<file path="src/rtl/ov7670_pwr_seq.sv">
// OV7670 power sequencer: steps xclk enable, PWDN, RESETB and SCCB config start
// with fixed dwell times, then reports ready or fault; orderly shutdown on enable=0.
module ov7670_pwr_seq #(
    parameter int T_CLK_CYC       = 64,
    parameter int T_PWDN_CYC      = 24000,
    parameter int T_SETTLE_CYC    = 24000,
    parameter int CFG_TIMEOUT_CYC = 2400000,
    parameter int CNT_W           = 22
) (
    input  logic       cam_clk,
    input  logic       resetn,
    input  logic       enable,
    input  logic       cfg_done,
    input  logic       cfg_err,
    output logic       cam_clk_en,
    output logic       cam_pwdn,
    output logic       cam_rstn,
    output logic       cfg_start,
    output logic       ready,
    output logic       fault,
    output logic [2:0] state_o
);

    typedef enum logic [2:0] {
        IDLE      = 3'd0,
        CLK_WAIT  = 3'd1,
        PWDN_WAIT = 3'd2,
        SETTLE    = 3'd3,
        CFG       = 3'd4,
        READY     = 3'd5,
        FAULT     = 3'd6,
        SHUTDOWN  = 3'd7
    } state_t;

    localparam logic [CNT_W-1:0] LD_CLK    = CNT_W'(T_CLK_CYC - 1);
    localparam logic [CNT_W-1:0] LD_PWDN   = CNT_W'(T_PWDN_CYC - 1);
    localparam logic [CNT_W-1:0] LD_SETTLE = CNT_W'(T_SETTLE_CYC - 1);
    localparam logic [CNT_W-1:0] LD_CFG    = CNT_W'(CFG_TIMEOUT_CYC - 1);

    state_t           state;
    logic [CNT_W-1:0] cnt;
    logic             cnt_zero;

    assign cnt_zero = (cnt == '0);
    assign state_o  = state;

    always_ff @(posedge cam_clk or negedge resetn) begin
        if (!resetn) begin
            state      <= IDLE;
            cnt        <= '0;
            cam_clk_en <= 1'b0;
            cam_pwdn   <= 1'b1;
            cam_rstn   <= 1'b0;
            cfg_start  <= 1'b0;
            ready      <= 1'b0;
            fault      <= 1'b0;
        end else begin
            cfg_start <= 1'b0;
            // Dropping enable overrides every other transition; xclk keeps
            // running through the shutdown dwell so the sensor sees clocks.
            if (!enable && state != IDLE && state != SHUTDOWN) begin
                state    <= SHUTDOWN;
                ready    <= 1'b0;
                cam_rstn <= 1'b0;
                cam_pwdn <= 1'b1;
                cnt      <= LD_CLK;
            end else begin
                case (state)
                    IDLE: begin
                        if (enable) begin
                            state      <= CLK_WAIT;
                            cam_clk_en <= 1'b1;
                            cnt        <= LD_CLK;
                        end
                    end
                    CLK_WAIT: begin
                        if (cnt_zero) begin
                            state    <= PWDN_WAIT;
                            cam_pwdn <= 1'b0;
                            cnt      <= LD_PWDN;
                        end else begin
                            cnt <= cnt - CNT_W'(1);
                        end
                    end
                    PWDN_WAIT: begin
                        if (cnt_zero) begin
                            state    <= SETTLE;
                            cam_rstn <= 1'b1;
                            cnt      <= LD_SETTLE;
                        end else begin
                            cnt <= cnt - CNT_W'(1);
                        end
                    end
                    SETTLE: begin
                        if (cnt_zero) begin
                            state     <= CFG;
                            cfg_start <= 1'b1;
                            cnt       <= LD_CFG;
                        end else begin
                            cnt <= cnt - CNT_W'(1);
                        end
                    end
                    CFG: begin
                        // Error beats done; done beats the timeout.
                        if (cfg_err) begin
                            state <= FAULT;
                            fault <= 1'b1;
                        end else if (cfg_done) begin
                            state <= READY;
                            ready <= 1'b1;
                        end else if (cnt_zero) begin
                            state <= FAULT;
                            fault <= 1'b1;
                        end else begin
                            cnt <= cnt - CNT_W'(1);
                        end
                    end
                    READY: begin
                    end
                    FAULT: begin
                    end
                    SHUTDOWN: begin
                        if (cnt_zero) begin
                            state      <= IDLE;
                            cam_clk_en <= 1'b0;
                            fault      <= 1'b0;
                        end else begin
                            cnt <= cnt - CNT_W'(1);
                        end
                    end
                    default: begin
                        state <= IDLE;
                    end
                endcase
            end
        end
    end

endmodule

</file>
<file path="config.mk">
export PLATFORM = sky130hd
export DESIGN_NAME = ov7670_pwr_seq
export DESIGN_NICKNAME = d
export VERILOG_FILES = /design/src/rtl/ov7670_pwr_seq.sv
export SDC_FILE = /design/constraint.sdc
export NUM_CORES = 1
export LEC_CHECK = 0
export ABC_AREA = 1
export CAP_MARGIN = 20
export CORE_MARGIN = 2
export CORE_UTILIZATION = 59
export CTS_CLUSTER_SIZE = 16
export DETAILED_ROUTE_END_ITERATION = 8
export PLACE_DENSITY = 0.76
export SYNTH_ARGS = -nofsm -noshare
export SYNTH_HDL_FRONTEND = slang
export SYNTH_SLANG_ARGS = --single-unit
</file>
<file path="constraint.sdc">
create_clock -name cam_clk -period 1.9 [get_ports cam_clk]
set_clock_uncertainty 0.05 [all_clocks]
set_input_delay 0.285 -clock cam_clk [delete_from_list [all_inputs] [get_ports cam_clk]]
set_output_delay 0.285 -clock cam_clk [all_outputs]
set_load 0.005 [all_outputs]
</file>
==> metrics.txt, run 1 <==
crit-path max FO=8; Most common cell on crit path=nand2_1; Final HPWL DP=3960 µm; placed cell count=roughly 400; CTS Sinks=31; P per Cell Area=~1400 nW/µm²; routed vias/inst=5.10; Fin. Hold Viols=0; FMAX=~0.56 GHz; final max-slew violation count=0; gp weighted congestion=a little under 0.9; Fill cells=between 200 and 300; type of origin of the critical path=register; initial antenna violation count=0; drt initial violations=110; Seq. cell area=between 700 and 800 µm²; core box area=roughly 3600 µm²; Initial DRT Pass Iterations=4; RR Startpoint=cnt[8]; Max Cap Viol=0; Synth top area share=around 34%; largest net degree at the start of global routing=32; max incr delay on CP=0.44 ns; Ports=14; first-pass GRT wire length=about 8900 µm; number of port buffers=13; Clock Root Buffer=clkbuf_8; vias in the first global route=2020; adder-cell share of the synthesized area=less than 1%; hold buffer count at CTS=0; unrepaired setup endpoints after global routing=true; Pleak=around 1.4 nW; Finished Cell Area=2620 µm²; WP data arrival=1.90 ns; Final period util=about 94%; Setup WS pre-CTS=approximately 0.068 ns; die area=between 4000 and 5000 µm²; CTS tree=yes; area leader, netlist=dfrtp_1; mux share of post-synthesis cell area=0%; synthesis-to-finish area growth=20.2%; Final ANT Viol Nets=0; cell area after synthesis=about 2200 µm²; Mean Syn Cell Area=6.72 µm²; layout cell share with drive strength beyond 1=between 10% and 20%; Antenna Cells=0; unique cell type count in the Yosys netlist=29; syn_nets=330; die height=64.7 µm; Skew-Pair Late Insertion Delay=between 0.2 and 0.3 ns; Non-Filler Instances=~410; flops & latches, synth=31; crit path kind=reg -> reg; area of the multi-input gates=roughly 1200 µm²; status=completed; worst path cell trace=nor2_2 > nand2_1 > nor2_2 > nand3_4 > nand2_1 > nand2_1 > nand2_1 > nor2_1 > nand2_1 > o21ai_0; routed len/inst=about 12 µm; via count=~2100; Site Rows=22; grt total ovfl=0; crit path max-delay cell type=dfrtp_1; Clock Path Buffers=2; initial core utilization=60.4%; sequential area share after synthesis=a little over a third; # DRC=0; simple-gate share of the synthesized area=a little over two fifths; HP Class=in -> async; Post-Synthesis Cells=~320; # H-tree levels=2; Setup Viol. Count Final=0; XOR/XNOR share of the synthesized area=under 10%; Worst setup EP type=register; final core occ=between 70 and 80%; VDD IR max=1.22 mV; dominant cells by area after synthesis=dfrtp_1, nand2_1, nor2_1; Worst Setup SP=cnt[8]; Post-Place Cell Area=between 2000 and 2500 µm²; final worst slack=approximately 0.11 ns; final wirelength=a little over 5000 µm; gr usage total=a little over a quarter; # nets final=368; Syn. warnings=0; worst-margin pin slew=around 0.39 ns; main combinational cell family by area after synthesis=simple AND/OR/NAND/NOR gates; Num CTS Buffers=5; Die X=between 60 and 70 µm; Worst EP required=roughly 2 ns; Tmin final=about 1.8 ns; Worst-path clk slew=0.07 ns; Compound-Gate Fraction of Synth Area=about 9%; Rel. slew slack=74.0%
-- layer usage --
layer	part of all wire (%)	GRT usage [%]	vias up
li1	-	-	1100
met1	47	36.1	947
met2	48	45.7	45
met3	4.0	4.17	6
met4	1.1	7.18	0
met5	0	0	-
-- cells in the mapped netlist --
cell,instances
nand2_1,102
nor2_1,42
inv_1,41
dfrtp_1,30
nand3_1,28
o21ai_0,20
nand2_2,7
nand4_1,7
o21ai_1,7
nor2_2,5
xor2_1,5
inv_2,4
nand2_4,3
nand3b_1,3
xnor2_1,3
a21oi_1,2
buf_6,2
nand3_4,2
a21oi_2,1
a21oi_4,1
buf_4,1
dfstp_2,1
ha_1,1
nand3_2,1
nor2_4,1
nor3_1,1
nor4_1,1
o211ai_2,1
o31ai_2,1
-- sequential cells by signal, summed over array words and instances (netlist names) --
signal	count
cnt	22
cam_pwdn	1
cam_clk_en	1
cam_rstn	1
fault	1
cfg_start	1
state_o	3
ready	1
-- kinds of logic after synthesis --
kind of cell,Yosys count
simple gates,203
buf+inv,48
compound gates,33
flops,31
xor+xnor,8
fa+ha+maj,1
-- report_power, final --
part           total (mW)  switching (mW)  internal [mW]
clock network       0.547           0.255          0.292
logic                2.18            1.38          0.797
registers           0.904           0.111          0.794
total                3.63            1.75           1.88
-- path summary, 6_finish.rpt --
path                            end  slack, ns  cells past startpoint
setup reg to reg             cnt[9]       0.11                     10
hold reg to reg            cam_pwdn       0.43                      2
setup / recovery             cnt[9]       0.11                     10
max in group asynchronous  cam_pwdn       1.14                      2
min in group cam_clk       cam_pwdn       0.43                      2
hold / removal              cnt[16]       0.34                      2
-- layout by cell type, fill, tap and decap left out, drive strengths merged --
cell type	instances
o211ai	1
dfstp	1
dfrtp	30
inv	45
ha	1
clkbuf	7
a21oi	4
nand4	7
nand3b	3
nand3	31
o31ai	1
nor4	1
nor3	1
nand2	112
nor2	48
xor2	5
o21ai	27
xnor2	3
clkdlybuf4s50	13
buf	21
clkinv	1
-- through the flow --
stage / hold WS, ns / setup TNS [ns] / total power [mW]
floorplan: -0.0606 / 0 / 2.36
global placement: 0.416 / 0 / 2.99
detailed placement: 0.422 / 0 / 3.00
CTS: 0.356 / 0 / 3.56
global route: 0.383 / -0.0219 / 3.94
finish: 0.339 / 0 / 3.63
-- what timing repair did --
action,CTS,global route
endpoints found under the setup margin,0,15
buffers inserted,0,1
gates resized for setup,0,9
-- critical path, delay by kind of cell, from the launching register on --
kind,cells,cell delay (ns)
simple gates,9,1.08
flops,1,0.44
compound gates,1,0.07
-- area by class of cell --
class / count / share of cell area, %
inverter: 45 / 6.45
tap: 48 / 2.29
sequential: 31 / 29.8
multi-input combinational: 245 / 46.8
clock inverter: 1 / 0.191
timing repair buffer: 34 / 11.1
clock buffer: 7 / 3.30
Power figures use the tool's default switching activity.
==> run 2, diff against run 1 <==
--- a/config.mk
+++ b/config.mk
@@ -5,7 +5,6 @@
 export SDC_FILE = /design/constraint.sdc
 export NUM_CORES = 1
 export LEC_CHECK = 0
-export ABC_AREA = 1
 export CAP_MARGIN = 20
 export CORE_MARGIN = 2
 export CORE_UTILIZATION = 59
==> run 2 against run 1 <==
The flow now stops in global routing. Synthesized area decreased by 6.1%. Synthesized cell count decreased by 27%.
==> metrics.txt, run 2 <==
status=stopped before the end; Stop stage=global routing; Run Error=[ERROR GRT-0232] Routing congestion too high. Check the congestion heatmap in the GUI.; Clock Path Buffers=2 (unchanged); cell area after synthesis=2040 µm² (-6.1%); syn_nets=241 (-27%); CTS Sinks=31 (unchanged); Setup WS pre-CTS=-0.754 ns (-0.823 ns); Synth Flop Type=dfrtp_1; Ports=14 (unchanged); Site Rows=21 (-4.5%); Num CTS Buffers=5 (unchanged); flops & latches, synth=31 (unchanged); Post-synth EDFFs=0 (unchanged); hold buffer count at CTS=0 (unchanged); largest net degree at the start of global routing=32; gp weighted congestion=0.876 (-1.0%); grt total ovfl=3; Worst EP kind=register input; unique cell type count in the Yosys netlist=56 (+93%); number of port buffers=13 (unchanged); Clock Root Buffer=clkbuf_4; top post-synthesis cells by count=dfrtp_1, nor2_1, o21ai_0, nor3_1, nand2_1; cell with the most instances after synthesis=dfrtp_1; area leader, netlist=dfrtp_1; worst endpoint after global-route timing repair=cnt[14]$_DFFE_PN0P_/D; Syn. warnings=0 (unchanged); Die X=62.9 µm (-2.9%); sequential area share after synthesis=38.0% (+2.3 points); Mean Syn Cell Area=8.70 µm² (+29%); Synth top area share=36.7% (+2.2 points); gr usage total=roughly two thirds; initial core utilization=61.3% (+0.89 points); # H-tree levels=2 (unchanged); FFs w/ async S/R, synth=100% (unchanged); Final HPWL DP=4350 µm (+9.7%); dominant cells by area after synthesis=dfrtp_1, o21ai_0, nor2_1; die height=62.9 µm (-2.9%); Post-Synthesis Cells=235 (-27%)
[run 2: cell count changes after synthesis, sizes merged, moves of 6 or more]
cell,before,now
nor2,48,29
nor4,1,7
nand2,112,11
nor3,1,17
clkbuf,0,7
nand3,31,2
nand4,7,0
inv,45,5
o21ai,27,36
[run 2: repair_timing]
action,4_1_cts
resized for setup,26
endpoints found under the setup margin,31
cloned,2
pin swaps,15
buffers inserted,9
[run 2: routing by layer]
metal / GRT overflow / track usage, %
met1: 0 / 69.2
met2: 3 / 86.7
met3: 0 / 46.3
met4: 0 / 64.2
met5: 0 / 18.1
[run 2: kinds of logic after synthesis]
logic type,share of synthesized area (%)
compound gates,30.2
fa+ha+maj,0.612
buf+inv,3.86
xor+xnor,0.428
simple gates,26.9
flops,38.0
[run 2: stage by stage]
stage	area, µm²	util, %	std cells	TNS (ns)
2_1_floorplan	2060	-	235	-18.20
3_3_place_gp	2730	81.7	353	-15.90
3_5_place_dp	2730	81.7	353	-17.75
4_1_cts	3020	90.4	372	-16.23
==> run 3, diff against run 2 <==
--- a/config.mk
+++ b/config.mk
@@ -7,10 +7,9 @@
 export LEC_CHECK = 0
 export CAP_MARGIN = 20
 export CORE_MARGIN = 2
-export CORE_UTILIZATION = 59
-export CTS_CLUSTER_SIZE = 16
+export CORE_UTILIZATION = 40
 export DETAILED_ROUTE_END_ITERATION = 8
-export PLACE_DENSITY = 0.76
+export PLACE_DENSITY_LB_ADDON = 0.15
 export SYNTH_ARGS = -nofsm -noshare
 export SYNTH_HDL_FRONTEND = slang
 export SYNTH_SLANG_ARGS = --single-unit
==> run 3 against run 2 <==
The flow now finishes, with violations (negative setup slack). Synthesized cell count unchanged. Synthesized area unchanged.
==> metrics.txt, run 3 <==
Site Rows=26 (+24%); die area=roughly 5700 µm²; top post-synthesis cells by count=dfrtp_1, nor2_1, o21ai_0, nor3_1, nand2_1; Synth top area share=36.7% (unchanged); adder-cell share of the synthesized area=0.612% (unchanged); Post-Place Cell Area=2870 µm² (+5.3%); core box area=around 5000 µm²; Pleak=1.46 nW; mux share of post-synthesis cell area=0% (unchanged); first-pass GRT wire length=approximately 9900 µm; r2r setup slk=-0.62 ns; Antenna Cells=0; Skew-Pair Late Insertion Delay=0.28 ns; Num CTS Buffers=5 (unchanged); # DRC=0; Fin. Hold Viols=0; max incr delay on CP=0.47 ns; Finished Cell Area=about 3200 µm²; Top Layer Used=met4; max reg flops=22; failing checks=negative setup slack; simple-gate share of the synthesized area=26.9% (unchanged); gp weighted congestion=0.847 (-3.3%); most frequent cells in the layout=buf_4, dfrtp_1, nor2_1; gr usage total=23.3%; Synth Flop Type=dfrtp_1; Worst EP required=around 2 ns; die height=75.5 µm (+20%); status=finished with violations; Setup Viol. Count Final=30; hold buffer count at CTS=0 (unchanged); Seq. cell area=between 700 and 800 µm²; number of port buffers=13 (unchanged); Initial DRT Pass Iterations=4; syn_nets=241 (unchanged); Setup crit end=cnt[14]; Ports=14 (unchanged); FFs w/ async S/R, synth=100% (unchanged); Setup WS pre-CTS=-0.691 ns (+0.0633 ns); dominant cells by area after synthesis=dfrtp_1, o21ai_0, nor2_1; area leader, netlist=dfrtp_1; Post-synth EDFFs=0 (unchanged); placed cell count=394 (+12%); final worst slack=-0.623 ns; Rel. slew slack=65.7%; P per Cell Area=approximately 1200 nW/µm²; Final HPWL DP=4420 µm (+1.8%); XOR/XNOR share of the synthesized area=0.428% (unchanged); HP Class=in -> async; worst path cell trace=inv_2 > ha_4 > or4b_4 > nor4_4 > buf_6 > nand3_4 > a211oi_4 > buf_4 > o21ai_2 > a21o_1; M1 WL=roughly 2900 µm; Fill cells=about 440; Syn. warnings=0 (unchanged); Biggest register=cnt; routed vias/inst=about 5.5; Final period util=133%; via count=2256; Clock Path Buffers=2 (unchanged); setup TNS=-15.92 ns; grt total ovfl=0; Worst Setup SP=cnt[1]; final core occ=between 60% and 70%; metal3 WL=roughly 190 µm; unique cell type count in the Yosys netlist=56 (unchanged); Non-Filler Instances=between 400 and 500; routed wl met2=approximately 3200 µm; cell area after synthesis=2040 µm² (unchanged); vias in the first global route=~2100; final wirelength=between 6000 and 7000 µm; initial core utilization=40.8% (-20 points); Compound-Gate Fraction of Synth Area=30.2% (unchanged); Final ANT Viol Nets=0; type of origin of the critical path=register; sequential area share after synthesis=38.0% (unchanged); Worst Reg-to-Reg Cells=10; Reg2Reg Capture Point=cnt[14]; crit path max-delay cell type=or4b_4; VDD IR max=between 0.6 and 0.7 mV; FMAX=about 0.40 GHz; leading cell type in the layout, fill and taps excluded=buf_4; unrepaired setup endpoints after global routing=true; # nets final=roughly 350; Die X=75.5 µm (+20%); largest net degree at the start of global routing=32; Worst setup EP type=register; cell with the most instances after synthesis=dfrtp_1; Clock Root Buffer=clkbuf_8; main combinational cell family by area after synthesis=compound AO/OA/AOI/OAI gates; area of the multi-input gates=~1400 µm²; Mean Syn Cell Area=8.70 µm² (unchanged); final max-slew violation count=0; worst-margin pin slew=between 0.5 and 0.6 ns; synthesis-to-finish area growth=58.8%; Worst-path clk slew=0.07 ns; drt initial violations=between 100 and 150; CTS Sinks=31 (unchanged); # H-tree levels=2 (unchanged); crit path kind=reg -> reg; crit-path max FO=7; CTS tree=yes; RR Startpoint=cnt[1]; routed len/inst=about 15 µm; Tmin final=2.52 ns; Post-Synthesis Cells=235 (unchanged); flops & latches, synth=31 (unchanged); initial antenna violation count=0; Max Cap Viol=0; WP data arrival=around 2.7 ns; layout cell share with drive strength beyond 1=44.4%
==> run 3: kinds of logic after synthesis <==
| logic type | after synthesis |
|---|---|
| adders and majority gates | 1 |
| and+or+nand+nor | 99 |
| AOI/OAI and AO/OA | 86 |
| buffers and inverters | 17 |
| DFF | 31 |
| xor gates and xnor gates | 1 |
==> run 3: per-stage QoR <==
step / hold slack [ns] / power (mW)
final: 0.348 / 3.77
after floorplan: -0.0606 / 1.84
after global routing: 0.401 / 4.01
after global placement: 0.433 / 2.74
after CTS: 0.355 / 3.61
after detailed placement: 0.438 / 2.74
==> run 3: what timing repair did <==
| item | CTS | global route |
|---|---|---|
| buffers inserted | 7 | 3 |
| gates resized for setup | 38 | 21 |
| pin swaps | 14 | 9 |
| setup endpoints to repair | 30 | 31 |
==> run 3: cell type report <==
type,count,share of cell area [%]
tap,70,2.70
clock inverter,1,0.154
clock buffer,6,2.54
multi-input combinational,187,42.2
timing repair buffer,110,27.8
inverter,5,0.578
sequential,31,24.0
==> run 3: worst min path at each step <==
| stage | start | endpoint | slack (ns) | depth (start not counted) |
|---|---|---|---|---|
| 2_1_floorplan | resetn | cam_clk_en | -0.06 | 0 |
| 4_1_cts | resetn | ready | 0.36 | 2 |
| 3_5_place_dp | cnt[6] | cnt[6] | 0.44 | 1 |
| 6_report | resetn | ready | 0.35 | 2 |
| 3_3_place_gp | cnt[6] | cnt[6] | 0.43 | 1 |
| 5_1_grt | resetn | cam_rstn | 0.40 | 2 |
==> run 3: worst max-delay path, delay by kind of cell (launching register included) <==
kind                     cells  cell delay [ns]
flip-flops                   1             0.40
AND/OR/NAND/NOR              3             0.85
buffers and inverters        3             0.46
AO/OA/AOI/OAI                3             0.53
adder cells (fa/ha/maj)      1             0.13
==> run 3: power by group <==
group / internal (mW) / leakage, nW / switching [mW]
combinational: 1.21 / 1.03 / 1.17
sequential: 0.748 / 0.384 / 0.0960
clock: 0.284 / 0.0470 / 0.257
==> run 3: metal layers <==
metal | global-route usage (%) | vias up
li1 | - | 1096
met1 | 30.5 | 1086
met2 | 40.1 | 62
met3 | 3.57 | 12
met4 | 6.24 | 0
met5 | 0 | -
==> run 4, diff against run 3 <==
--- a/config.mk
+++ b/config.mk
@@ -8,6 +8,7 @@
 export CAP_MARGIN = 20
 export CORE_MARGIN = 2
 export CORE_UTILIZATION = 40
+export CTS_CLUSTER_SIZE = 28
 export DETAILED_ROUTE_END_ITERATION = 8
 export PLACE_DENSITY_LB_ADDON = 0.15
 export SYNTH_ARGS = -nofsm -noshare
==> results of run 4 <==
The final DEF is identical to that of run 3; final timing and power are the same.
==> RTL change 1, RTL diff (settings of run 1) <==
Add an input register stage for `cfg_done` and `cfg_err`, cleared by the reset; this delays them by one clock. The other inputs are not delayed to match.
--- a/src/rtl/ov7670_pwr_seq.sv
+++ b/src/rtl/ov7670_pwr_seq.sv
@@ -36,6 +36,19 @@
     localparam logic [CNT_W-1:0] LD_PWDN   = CNT_W'(T_PWDN_CYC - 1);
     localparam logic [CNT_W-1:0] LD_SETTLE = CNT_W'(T_SETTLE_CYC - 1);
     localparam logic [CNT_W-1:0] LD_CFG    = CNT_W'(CFG_TIMEOUT_CYC - 1);
+
+    logic cfg_done_q;
+    logic cfg_err_q;
+
+    always_ff @(posedge cam_clk or negedge resetn) begin
+        if (!resetn) begin
+            cfg_done_q <= '0;
+            cfg_err_q  <= '0;
+        end else begin
+            cfg_done_q <= cfg_done;
+            cfg_err_q  <= cfg_err;
+        end
+    end
 
     state_t           state;
     logic [CNT_W-1:0] cnt;
@@ -102,10 +115,10 @@
                     end
                     CFG: begin
                         // Error beats done; done beats the timeout.
-                        if (cfg_err) begin
+                        if (cfg_err_q) begin
                             state <= FAULT;
                             fault <= 1'b1;
-                        end else if (cfg_done) begin
+                        end else if (cfg_done_q) begin
                             state <= READY;
                             ready <= 1'b1;
                         end else if (cnt_zero) begin
Formal check against the unedited RTL: same outputs for any inputs over 10 cycles, from zero or initial values and one cycle with resetn low; that may be too few to reach the edited logic, so the function may still have changed.
==> RTL change 1 against run 1 <==
Non-clock buffer count shrank 12. Combinational power shrank 16%. Final area shrank 2.6%. Sequential cell count grew 2. Sequential share of layout area grew 2.8 points. Area after synthesis shrank 0.34%. Routed wire length shrank 4.4%. Power shrank 3.9%. Worst setup slack gained 0.019 ns.
==> RTL change 1: results (changes against run 1) <==
stage,metric,value,unit,change
synthesis,Synth area leaders,"dfrtp_1 (37%), nand2_1 (15%), nor2_1 (9.3%), xor2_1 (4.0%), inv_1 (3.8%)",,
global_routing,largest net degree at the start of global routing,34,,+6.3%
route,wl on met1,2360,µm,-1.7%
route,via count,1962,,-6.5%
route,WL/cell,13.0,µm,+4.7%
global_routing,routing usage on met1,36.8,%,+0.71 points
placed_design,routability cong.,0.942,,+6.5%
cells_and_area,antenna cell count,0,,unchanged
cells_and_area,layout cells sized above 1,17.4,%,+0.35 points
setup_path,CP top delay family,simple AND/OR/NAND/NOR gates,,
power_and_ir_drop,leakage power,1.28,nW,-9.6%
global_routing,global-route wire length before repair,8170,µm,-7.9%
synthesis,commonest cells in the netlist,"nand2_1 (88), nor2_1 (54), dfrtp_1 (32)",,
setup_path,max incr delay on CP,0.47,ns,+0.03 ns
synthesis,sequential share of the synthesized area,38.1,%,+2.4 points
clock_tree,TritonCTS Buffers,5,,unchanged
floorplan,Initial Util,60.2,%,-0.21 points
route,metal3 WL,219,µm,+8.4%
setup_path,slowest CP cell,dfrtp_2,,
timing,Slew Limit Headroom,72.6,%,-1.4 points
cells_and_area,Fill cells,316,,+6.8%
route,initial DRC count,125,,+14%
power_and_ir_drop,worst vdd ir,1.00,mV,-18%
global_routing,Overall Global Routing Usage,25.4,%,-1.7 points
placed_design,placed cell areas,2420,µm²,-2.8%
setup_path,CP Max Fanout,12,,+4
outcome,status,finished clean,,
global_routing,global-route met2 utilization,38.7,%,-7.1 points
synthesis,Synth cell types,31,,+6.9%
global_routing,met3 usage,5.90,%,+1.7 points
setup_path,FF-to-FF setup slack,0.13,ns,+0.02 ns
synthesis,Mapped Nets,305,,-7.6%
cells_and_area,layout net count,332,,-9.8%
[RTL change 1: through the flow]
step,cells,worst slack [ns],hold WS [ns],power (mW),utilization (%)
final,375,0.133,0.348,3.49,70.7
after global routing,375,-0.000570,0.390,3.73,70.7
after CTS,375,0.114,0.369,3.46,70.3
after detailed placement,367,0.00688,0.419,2.77,67.0
after global placement,367,0.0540,0.415,2.74,67.0
after floorplan,299,0.224,-0.0606,2.23,-
[RTL change 1: kinds of logic (layout without fill, tap and decap cells)]
logic type / count (synthesis) / count (layout) / synth area share, %
flops: 33 / 33 / 38.1
simple gates: 183 / 183 / 38.9
fa+ha+maj: 1 / 1 / 0.577
buf+inv: 30 / 58 / 6.00
compound gates: 36 / 36 / 9.98
xor+xnor: 16 / 16 / 6.46
[RTL change 1: final cells by class]
type / instances / area [µm²] / share of cell area (%)
inverters: 28 / 108 / 4.22
well taps: 48 / 60.1 / 2.36
clock inverters: 1 / 30.0 / 1.18
multi-input cells: 236 / 1220 / 48.0
repair buffers: 22 / 210 / 8.24
clock buffers: 7 / 86.3 / 3.39
flip-flops and latches: 33 / 831 / 32.6
[RTL change 1: path summary, 6_finish.rpt]
kind | from | to | depth (start not counted)
worst min register to register | cam_pwdn | cam_pwdn | 2
worst max register to register | state_o[0] | cnt[20] | 9
worst max-delay path | state_o[0] | cnt[20] | 9
max in group asynchronous | resetn | cam_pwdn | 2
worst min-delay path | resetn | cnt[14] | 2
min in group cam_clk | cfg_err | cfg_err_q | 1
[RTL change 1: power groups by stage]
stage	registers [mW]	logic [mW]	clock network, mW
after floorplan	0.935	1.29	0
after global placement	0.946	1.79	0
after detailed placement	0.948	1.82	0
after CTS	0.934	1.83	0.693
after global routing	0.969	2.03	0.729
final	0.952	1.84	0.690
==> RTL change 2, RTL diff (flow settings as in run 1) <==
Without the edit above. `CNT_W`: 22 -> 30.
--- a/src/rtl/ov7670_pwr_seq.sv
+++ b/src/rtl/ov7670_pwr_seq.sv
@@ -5,7 +5,7 @@
     parameter int T_PWDN_CYC      = 24000,
     parameter int T_SETTLE_CYC    = 24000,
     parameter int CFG_TIMEOUT_CYC = 2400000,
-    parameter int CNT_W           = 22
+    parameter int CNT_W           = 30
 ) (
     input  logic       cam_clk,
     input  logic       resetn,
Formal check against the unedited RTL: same outputs for any inputs over 10 cycles, from zero or initial values and one cycle with resetn low; that may be too few to reach the edited logic, so the function may still have changed.
==> RTL change 2 against run 1 <==
Worst setup slack got worse by 0.094 ns. Power increased by 16%. Area after synthesis grew 26%. Count of clock-buffer cells in the layout shrank 1. Sequential share of layout area down 3.2 points. Routed wire length grew 62%. Final area rose by 41%. Combinational power rose by 17%. Hold slack better by 0.070 ns. Sequential cell count up 8. Critical path type unchanged.
==> RTL change 2: results (changes against run 1) <==
stage,metric,value,unit,change
cells_and_area,layout net count,495,,+35%
cells_and_area,layout cells sized above 1,28.8,%,+12 points
cells_and_area,Fill cells,306,,+3.4%
cells_and_area,max FFs per register,30,,+36%
global_routing,Overall Global Routing Usage,32.0,%,+5.0 points
setup_path,CP Max Fanout,3,,-5
global_routing,vias in the first global route,2781,,+38%
power_and_ir_drop,leakage power,1.97,nW,+39%
synthesis,Synth area leaders,"dfrtp_1 (35%), nand2_1 (14%), nor2_1 (10%), nand3_1 (7.9%), inv_1 (7.4%)",,
route,DR vias/cell,5.64,,+10%
route,Pre-antenna DRT Iters,5,,+1
synthesis,Mapped Nets,417,,+26%
global_routing,largest net degree at the start of global routing,23,,-28%
power_and_ir_drop,Net Sw Frac,45.8,%,-2.3 points
route,initial DRC count,376,,+240%
power_and_ir_drop,worst vdd ir,0.947,mV,-22%
synthesis,commonest cells in the netlist,"nand2_1 (103), nor2_1 (73), inv_1 (54)",,
synthesis,XOR/XNOR share of the synthesized area,3.84,%,+0.62 points
global_routing,global-route wire length before repair,12900,µm,+45%
placed_design,routability cong.,0.931,,+5.2%
clock_tree,TritonCTS Buffers,5,,unchanged
setup_path,Reg2Reg Depth,11,,+1
synthesis,Post-Synth Adder-Cell Area,0.457,%,-0.12 points
global_routing,global-route met2 utilization,51.3,%,+5.5 points
clock_tree,Worst-Skew Late Latency,0.30,ns,
setup_path,worst endpoint required time,2.04,ns,+0.03 ns
setup_path,max incr delay on CP,0.40,ns,-0.04 ns
timing,Worst-Margin Slew,0.448,ns,+0.0580 ns
synthesis,yosys warns,0,,unchanged
global_routing,routing usage on met1,43.4,%,+7.3 points
cells_and_area,antenna cell count,0,,unchanged
outcome,status,finished clean,,
setup_path,source of the critical timing path,cnt[8],,
setup_path,Setup crit end,cnt[15],,
route,WL/cell,15.2,µm,+23%
placed_design,DP HPWL,5870,µm,+48%
setup_path,FF-to-FF setup slack,0.02,ns,-0.09 ns
synthesis,sequential share of the synthesized area,35.7,%,about the same
placed_design,placed cell areas,3280,µm²,+32%
synthesis,Synth Area in Compound Gates,6.53,%,-2.4 points
global_routing,met3 usage,6.11,%,+1.9 points
-- RTL change 2: worst min-delay path by stage --
stage | start | end | slack [ns] | cells after the start
after floorplan | resetn | cam_clk_en | -0.06 | 0
after global placement | resetn | cam_clk_en | 0.20 | 1
after detailed placement | resetn | cam_clk_en | 0.20 | 1
after CTS | resetn | cam_rstn | 0.42 | 2
after global routing | resetn | cam_rstn | 0.45 | 2
final | resetn | cam_rstn | 0.41 | 2
-- RTL change 2: area by class of cell --
cell class / instances / area [µm²] / share of cell area (%)
Timing Repair Buffer: 78 / 688 / 18.6
Inverter: 56 / 213 / 5.76
Tap cell: 52 / 65.1 / 1.76
Clock buffer: 6 / 82.6 / 2.24
Sequential cell: 39 / 982 / 26.6
Clock inverter: 1 / 5.00 / 0.136
Multi-Input combinational cell: 309 / 1660 / 44.9
-- RTL change 2: what timing repair did --
item | CTS | global route
setup endpoints to repair | 11 | 35
setup buffers | 0 | 14
hold buffers | 1 | 0
hold endpoints to repair | 17 | 0
pin swaps | 0 | 18
resized for setup | 4 | 61
-- RTL change 2: logic make-up (layout without fill, tap and decap cells) --
| group | count (synthesis) | in the layout |
|---|---|---|
| buffers and inverters | 63 | 141 |
| adders and majority gates | 1 | 1 |
| and+or+nand+nor | 264 | 264 |
| xor gates and xnor gates | 12 | 12 |
| DFF | 39 | 39 |
| AOI/OAI and AO/OA | 32 | 32 |
-- RTL change 2: layer usage --
metal	vias up	part of all wire, %
met1	1378	41
met4	0	3.2
met3	39	7.1
li1	1462	-
met5	-	0
met2	170	48
-- RTL change 2: power groups by stage --
stage,registers [mW],clock network (mW),logic (mW)
after floorplan,1.04,0,1.35
after global placement,1.06,0,2.02
after detailed placement,1.07,0,2.06
after CTS,1.05,0.584,2.12
after global routing,1.08,0.616,2.77
final,1.07,0.588,2.55
-- RTL change 2: through the flow --
stage | worst slack (ns) | TNS, ns | instances
6_report | 0.0192 | 0 | 541
5_1_grt | -0.0431 | -0.476 | 541
4_1_cts | 0.00217 | 0 | 528
3_5_place_dp | -0.100 | -0.354 | 520
3_3_place_gp | -0.0876 | -0.106 | 520
2_1_floorplan | 0.105 | 0 | 411
